[src/rtl/pipe_skid_buf.sv]
// Two-entry valid/ready buffer with a registered i_ready and separate load enables for the head and skid registers.
// Optional synchronous flush port, enabled by defining RISCX_PIPE_FLUSH_EN.
module pipe_skid_buf #(
  parameter int unsigned    DW        = 32,
  parameter logic [DW-1:0]  RESET_VAL = '0
) (
  input  logic          clk,
  input  logic          rst_n,
`ifdef RISCX_PIPE_FLUSH_EN
  input  logic          flush,
`endif
  input  logic          i_valid,
  output logic          i_ready,
  input  logic [DW-1:0] i_data,
  output logic          o_valid,
  input  logic          o_ready,
  output logic [DW-1:0] o_data
);

  // state | meaning
  // EMPTY | no beats held
  // ONE   | head register valid, skid empty
  // FULL  | head and skid both valid; upstream stalled
  typedef enum logic [1:0] {
    EMPTY = 2'd0,
    ONE   = 2'd1,
    FULL  = 2'd2
  } state_t;

  state_t        state, state_nxt;
  logic [DW-1:0] main_q, skid_q;
  logic          load_main, load_skid, main_from_skid;
  logic          accept, pop, flush_int;

`ifdef RISCX_PIPE_FLUSH_EN
  assign flush_int = flush;
`else
  assign flush_int = 1'b0;
`endif

  // Both handshake outputs decode straight from the state register.
  assign o_valid = (state != EMPTY);
  assign i_ready = (state != FULL);
  assign o_data  = main_q;

  assign accept = i_valid & i_ready;
  assign pop    = o_valid & o_ready;

  always_comb begin
    state_nxt      = state;
    load_main      = 1'b0;
    load_skid      = 1'b0;
    main_from_skid = 1'b0;
    if (flush_int) begin
      state_nxt = EMPTY;
    end else begin
      unique case (state)
        EMPTY: begin
          if (accept) begin
            state_nxt = ONE;
            load_main = 1'b1;
          end
        end
        ONE: begin
          if (accept && pop) begin
            load_main = 1'b1;
          end else if (accept) begin
            state_nxt = FULL;
            load_skid = 1'b1;
          end else if (pop) begin
            state_nxt = EMPTY;
          end
        end
        FULL: begin
          if (pop) begin
            state_nxt      = ONE;
            load_main      = 1'b1;
            main_from_skid = 1'b1;
          end
        end
        default: state_nxt = EMPTY;
      endcase
    end
  end

  always_ff @(posedge clk or negedge rst_n) begin
    if (!rst_n) begin
      state <= EMPTY;
    end else begin
      state <= state_nxt;
    end
  end

  always_ff @(posedge clk or negedge rst_n) begin
    if (!rst_n) begin
      main_q <= RESET_VAL;
    end else if (load_main) begin
      main_q <= main_from_skid ? skid_q : i_data;
    end
  end

  always_ff @(posedge clk or negedge rst_n) begin
    if (!rst_n) begin
      skid_q <= RESET_VAL;
    end else if (load_skid) begin
      skid_q <= i_data;
    end
  end

endmodule

[config.mk]
export PLATFORM = sky130hd
export DESIGN_NAME = pipe_skid_buf
export DESIGN_NICKNAME = d
export VERILOG_FILES = /design/src/rtl/pipe_skid_buf.sv
export SDC_FILE = /design/constraint.sdc
export NUM_CORES = 1
export LEC_CHECK = 0
export CAP_MARGIN = 5
export CORE_UTILIZATION = 40
export CTS_CLUSTER_DIAMETER = 120
export CTS_CLUSTER_SIZE = 16
export DETAILED_ROUTE_END_ITERATION = 10
export HOLD_SLACK_MARGIN = 0.02
export PLACE_DENSITY = 0.68
export SLEW_MARGIN = 20
export SYNTH_ARGS = -nofsm -noshare
export SYNTH_HDL_FRONTEND = slang
export SYNTH_SLANG_ARGS = --single-unit
[constraint.sdc]
create_clock -name clk -period 1.5 [get_ports clk]
set_input_delay 0.3 -clock clk [delete_from_list [all_inputs] [get_ports clk]]
set_output_delay 0.3 -clock clk [all_outputs]
set_load 0.01 [all_outputs]
# Word level (Yosys, flattened, before mapping)
# Cells that the tools add are included.
# totals
reg_bits	66
input_bits	36
wordCells	30
# op_classes
n_mux	14
n_reduce_logical	4
n_bitwise	2
eq_ne	7
# ops
cell	count
$mux 32	1
$mux 2	5
$ne 2x2->1 const B	4
$mux 1	6
$pmux 2 s3	1
$reduce_and 4->1	1
$ne 3x3->1 const B	1
$pmux 1 s3	1
$and 1x1->1	2
$eq 2x1->1 const B	1
$eq 2x2->1 const B	1
$logic_not 2->1	1
$reduce_bool 2->1	1
$logic_and 1x1->1	1

# Depth between registers and ports, before layout
# depth
ltp_word	6
mapped_depth	5
depth_no_buf	3

# Worst setup path before layout
# Ideal clock, no wire load.
# synth_path
path_kind	flip-flop to flip-flop
from	register state[1]
to	register main_q[0], in the netlist o_data[0]
setup_ps	125
stages_incl_launch_ff	5
t_required_ps	1375
arrival_time_ps	1362
setup_slack_ps	13
path_cell_list	dfrtp_1 nand2b_1 o21ai_2 buf_4 mux2_2
# synth_via
elab_chain_len	5
# synth_rtl
item	line_no	rtl
start, declared	30	state_t state, state_nxt;
start signal, assigned	90	state <= state_nxt;
$ne 2x2->1 or $reduce_bool 2->1 (tied branches)	43, 42	
$and 1x1->1 (on tied branches)	46, 47	
$logic_and 1x1->1 or $mux 1 (tied branches)	65, 75	
$mux 1 (on tied branches)	65, 57	
$pmux 1 s3 or $mux 32 (tied branches)	57, 98	
end signal, assigned	98	main_q <= main_from_skid ? skid_q : i_data;
end, declared	31	logic [DW-1:0] main_q, skid_q;
# Several ways; a longest one is shown, not always the timed one.
# A chain may end at the register's enable or synchronous reset.

# Worst setup path in the final report
# layout_path
from	register state[0]
to	register main_q[0], in the netlist o_data[0]
# The elaborated chain is that of the path after synthesis.

==> results.cfg <==
[timing]
period_share_pct = 109
setup_viol = 58
fin_hold_ws_ns = 0.378
fin_ws_ns = -0.128
fmax_mhz = 614
worst_slew_pin_slew_ns = 0.337
report.final.slew_viol_count = 0
maxSlewHeadroom_pct = 77.5
rsz0062_at_grt = true
hold_viol_final = 0
fin_skew_ns = 0.00805
period_minus_slack_ns = 1.63

[run_status]
violations = setup timing
outcome = finished, violations left

[power]
p_comb_share_pct = 33.6
ir_worst_vdd_v = 0.000752
seqPwrFrac_pct = 43.0
p_int_w = 0.00468
power.net_switching_w = 0.00180
clkPwrFrac_pct = 23.3
powerDensity_nw_per_um2 = 1470
p_leak_nw = 2.14
p_total_w = 0.00648
netSwitchingFraction_pct = 27.8

[yosys]
yosys.area.top_type = dfrtp_1
ys_ff_latch = 66
synth_cell_types = 15
synth_fa_ha_area_share_pct = 0
synthXorXnorAreaFrac_pct = 0
netlist_area_um2 = 3250
synth_fp_nets = 221
synthMuxAreaShare_pct = 43.6
synth_top_family_by_area = multiplexers
netlist.area_leader.share_pct = 50.8
synthTopCellsByArea = dfrtp_1 51%, mux2_4 40%, mux2_2 3.1%
synth_compound_area_share_pct = 0.769
syn_inst = 185
synthSimpleGateAreaFrac_pct = 1.88
avgSynthCellArea_um2 = 17.6
ys_seq_area_share_pct = 50.8
ys_warn_count = 0

[setup_path]
cp-end-kind = flip-flop
worstPathRequired_ns = 1.73
crit_type = reg -> reg
worstPathMaxFanout = 13
start_kind = flip-flop
cp.arrival_ns = 1.86

[placed_design]
dp_cells = 360
port_buffers = 69
dp_hpwl_mm = 4.08
preCtsSetupSlack_ns = -0.542
routabilityCongestion = 0.634
place_area_um2 = 4170

[die]
num_io_pins = 70
die_area_um2 = 8500
core_um2 = 7810
std_cell_rows = 32
die_x_um = 92.2
start_util_pct = 41.7
dieHeight_um = 92.2

[final_layout]
drive_gt1_share_pct = 50.0
ff_latch_area_um2 = 1650
area_growth_pct = 35.5
fin_nets = 309
fill_cells = 663
multi_input_area_um2 = 1540
stdcell_area_um2 = 4410
fin_cells = 380
antenna_cells = 0

[detailed_routing]
totalWireLength_mm = 6.10
drc = 0
drt_first_iter_violations = 36
wl_per_cell_um = 16.0
postRouteAntennaNets = 0
vias = 1809
vias_per_cell = 4.76
drt_pre_antenna_iters = 4

[grt]
grt_antenna_before_repair = 0
grt_pass1_vias = 1988
globalRoute.totalOverflow = 0
grt_pass1_wl_mm = 10.1
grt_max_degree = 32
grt_use_total_pct = 15.7

[cts]
path_clk_slew_ns = 0.08
cts_max_path_buffers = 2
cts_buffers = 9
tritoncts = yes
ctsHtreeMaxLevel = 3
numClockSinks = 66
root_buffer = clkbuf_8
clock_latency_ns = 0.35

[worst_hold_path]
hold_path_class = in -> async

[flow_run]
max_cap_viol_count = 0
## repair_timing
action                     CTS  global route
hold buffers                 1             0
resized for setup           52             2
setup endpoints to repair   98            66
buffers inserted             2             1
hold endpoints to repair    10             0
pin swaps                    0             0
## synth_stat cells
library cell and number:
buf_4 4, and2_1 1, a21oi_1 2, mux2_4 87, dfrtp_1 66, nand3b_4 1
mux2_2 9, nand2_1 1, o22ai_1 1, nand2b_1 2, or2_2 1, buf_6 6
o21ai_2 1, mux2i_1 1, nor2b_1 2
## flip-flops by register name, indices dropped and copies added, names as in the netlist
name	cells
state	2
o_data	32
skid_q	32
## worst max-delay path, cell delays in order, from the launching register on
cell      delay [ns]
dfrtp_1         0.42
buf_6           0.13
nand3b_4        0.21
buf_12          0.20
mux2_4          0.30
mux2_4          0.26
## routing by layer
metal,track usage [%],vias up,share of wire (%)
met5,0,-,0
met4,5.86,0,1.1
met3,4.98,9,4.8
met2,25.5,53,49
met1,19.6,913,45
li1,-,834,-
## path summary, 6_finish.rpt
| check | from | to | slack [ns] | cells after the start |
|---|---|---|---|---|
| min in group clk | o_data[2] | o_data[2] | 0.51 | 1 |
| worst min register to register | o_data[2] | o_data[2] | 0.51 | 1 |
| worst max register to register | state[0] | o_data[0] | -0.13 | 5 |
| worst min-delay path | rst_n | o_data[15] | 0.38 | 2 |
| worst max-delay path | state[0] | o_data[0] | -0.13 | 5 |
| max in group asynchronous | rst_n | state[1] | 0.62 | 3 |
## cells by family (layout without fill, tap and decap cells)
kind of cell | count (synthesis) | after routing
flip-flops | 66 | 66
multiplexers | 97 | 97
AO/OA/AOI/OAI | 4 | 4
buffers and inverters | 10 | 103
AND/OR/NAND/NOR | 8 | 8
## cell type report
| type | count | area share [%] |
|---|---|---|
| Timing Repair Buffer | 87 | 20.1 |
| Multi-Input combinational cell | 109 | 35.0 |
| Clock buffer | 9 | 2.81 |
| Sequential cell | 66 | 37.5 |
| Clock inverter | 7 | 1.76 |
| Tap cell | 102 | 2.89 |
## power by group through the flow
stage          clock [W]  combinational, W  sequential, W
6_report         0.00151           0.00218        0.00279
5_1_grt          0.00164           0.00232        0.00287
4_1_cts          0.00157           0.00219        0.00280
3_5_place_dp           0           0.00230        0.00282
3_3_place_gp           0           0.00226        0.00279
2_1_floorplan          0           0.00126        0.00286
## cell usage in the layout (no fill, tap or decap), drive strengths merged
cell,n
mux2,96
dfrtp,66
clkdlybuf4s50,34
dlygate4sd2,32
buf,20
clkbuf,9
clkinv,3
a21oi,2
inv,2
nand2b,2
nor2b,2
nand3b,1
o21ai,1
and2,1
mux2i,1
o22ai,1
nand2,1
or2,1
clkinvlp,1
bufinv,1
dlygate4sd3,1
## per-stage QoR
stage | util, % | setup TNS (ns)
floorplan | - | 0
CTS | 56.2 | -4.61
finish | 56.5 | -5.16
global route | 56.5 | -7.72
global placement | 53.4 | -27.75
detailed placement | 53.4 | -29.21
Note: power is estimated with default switching activity, not from simulation.
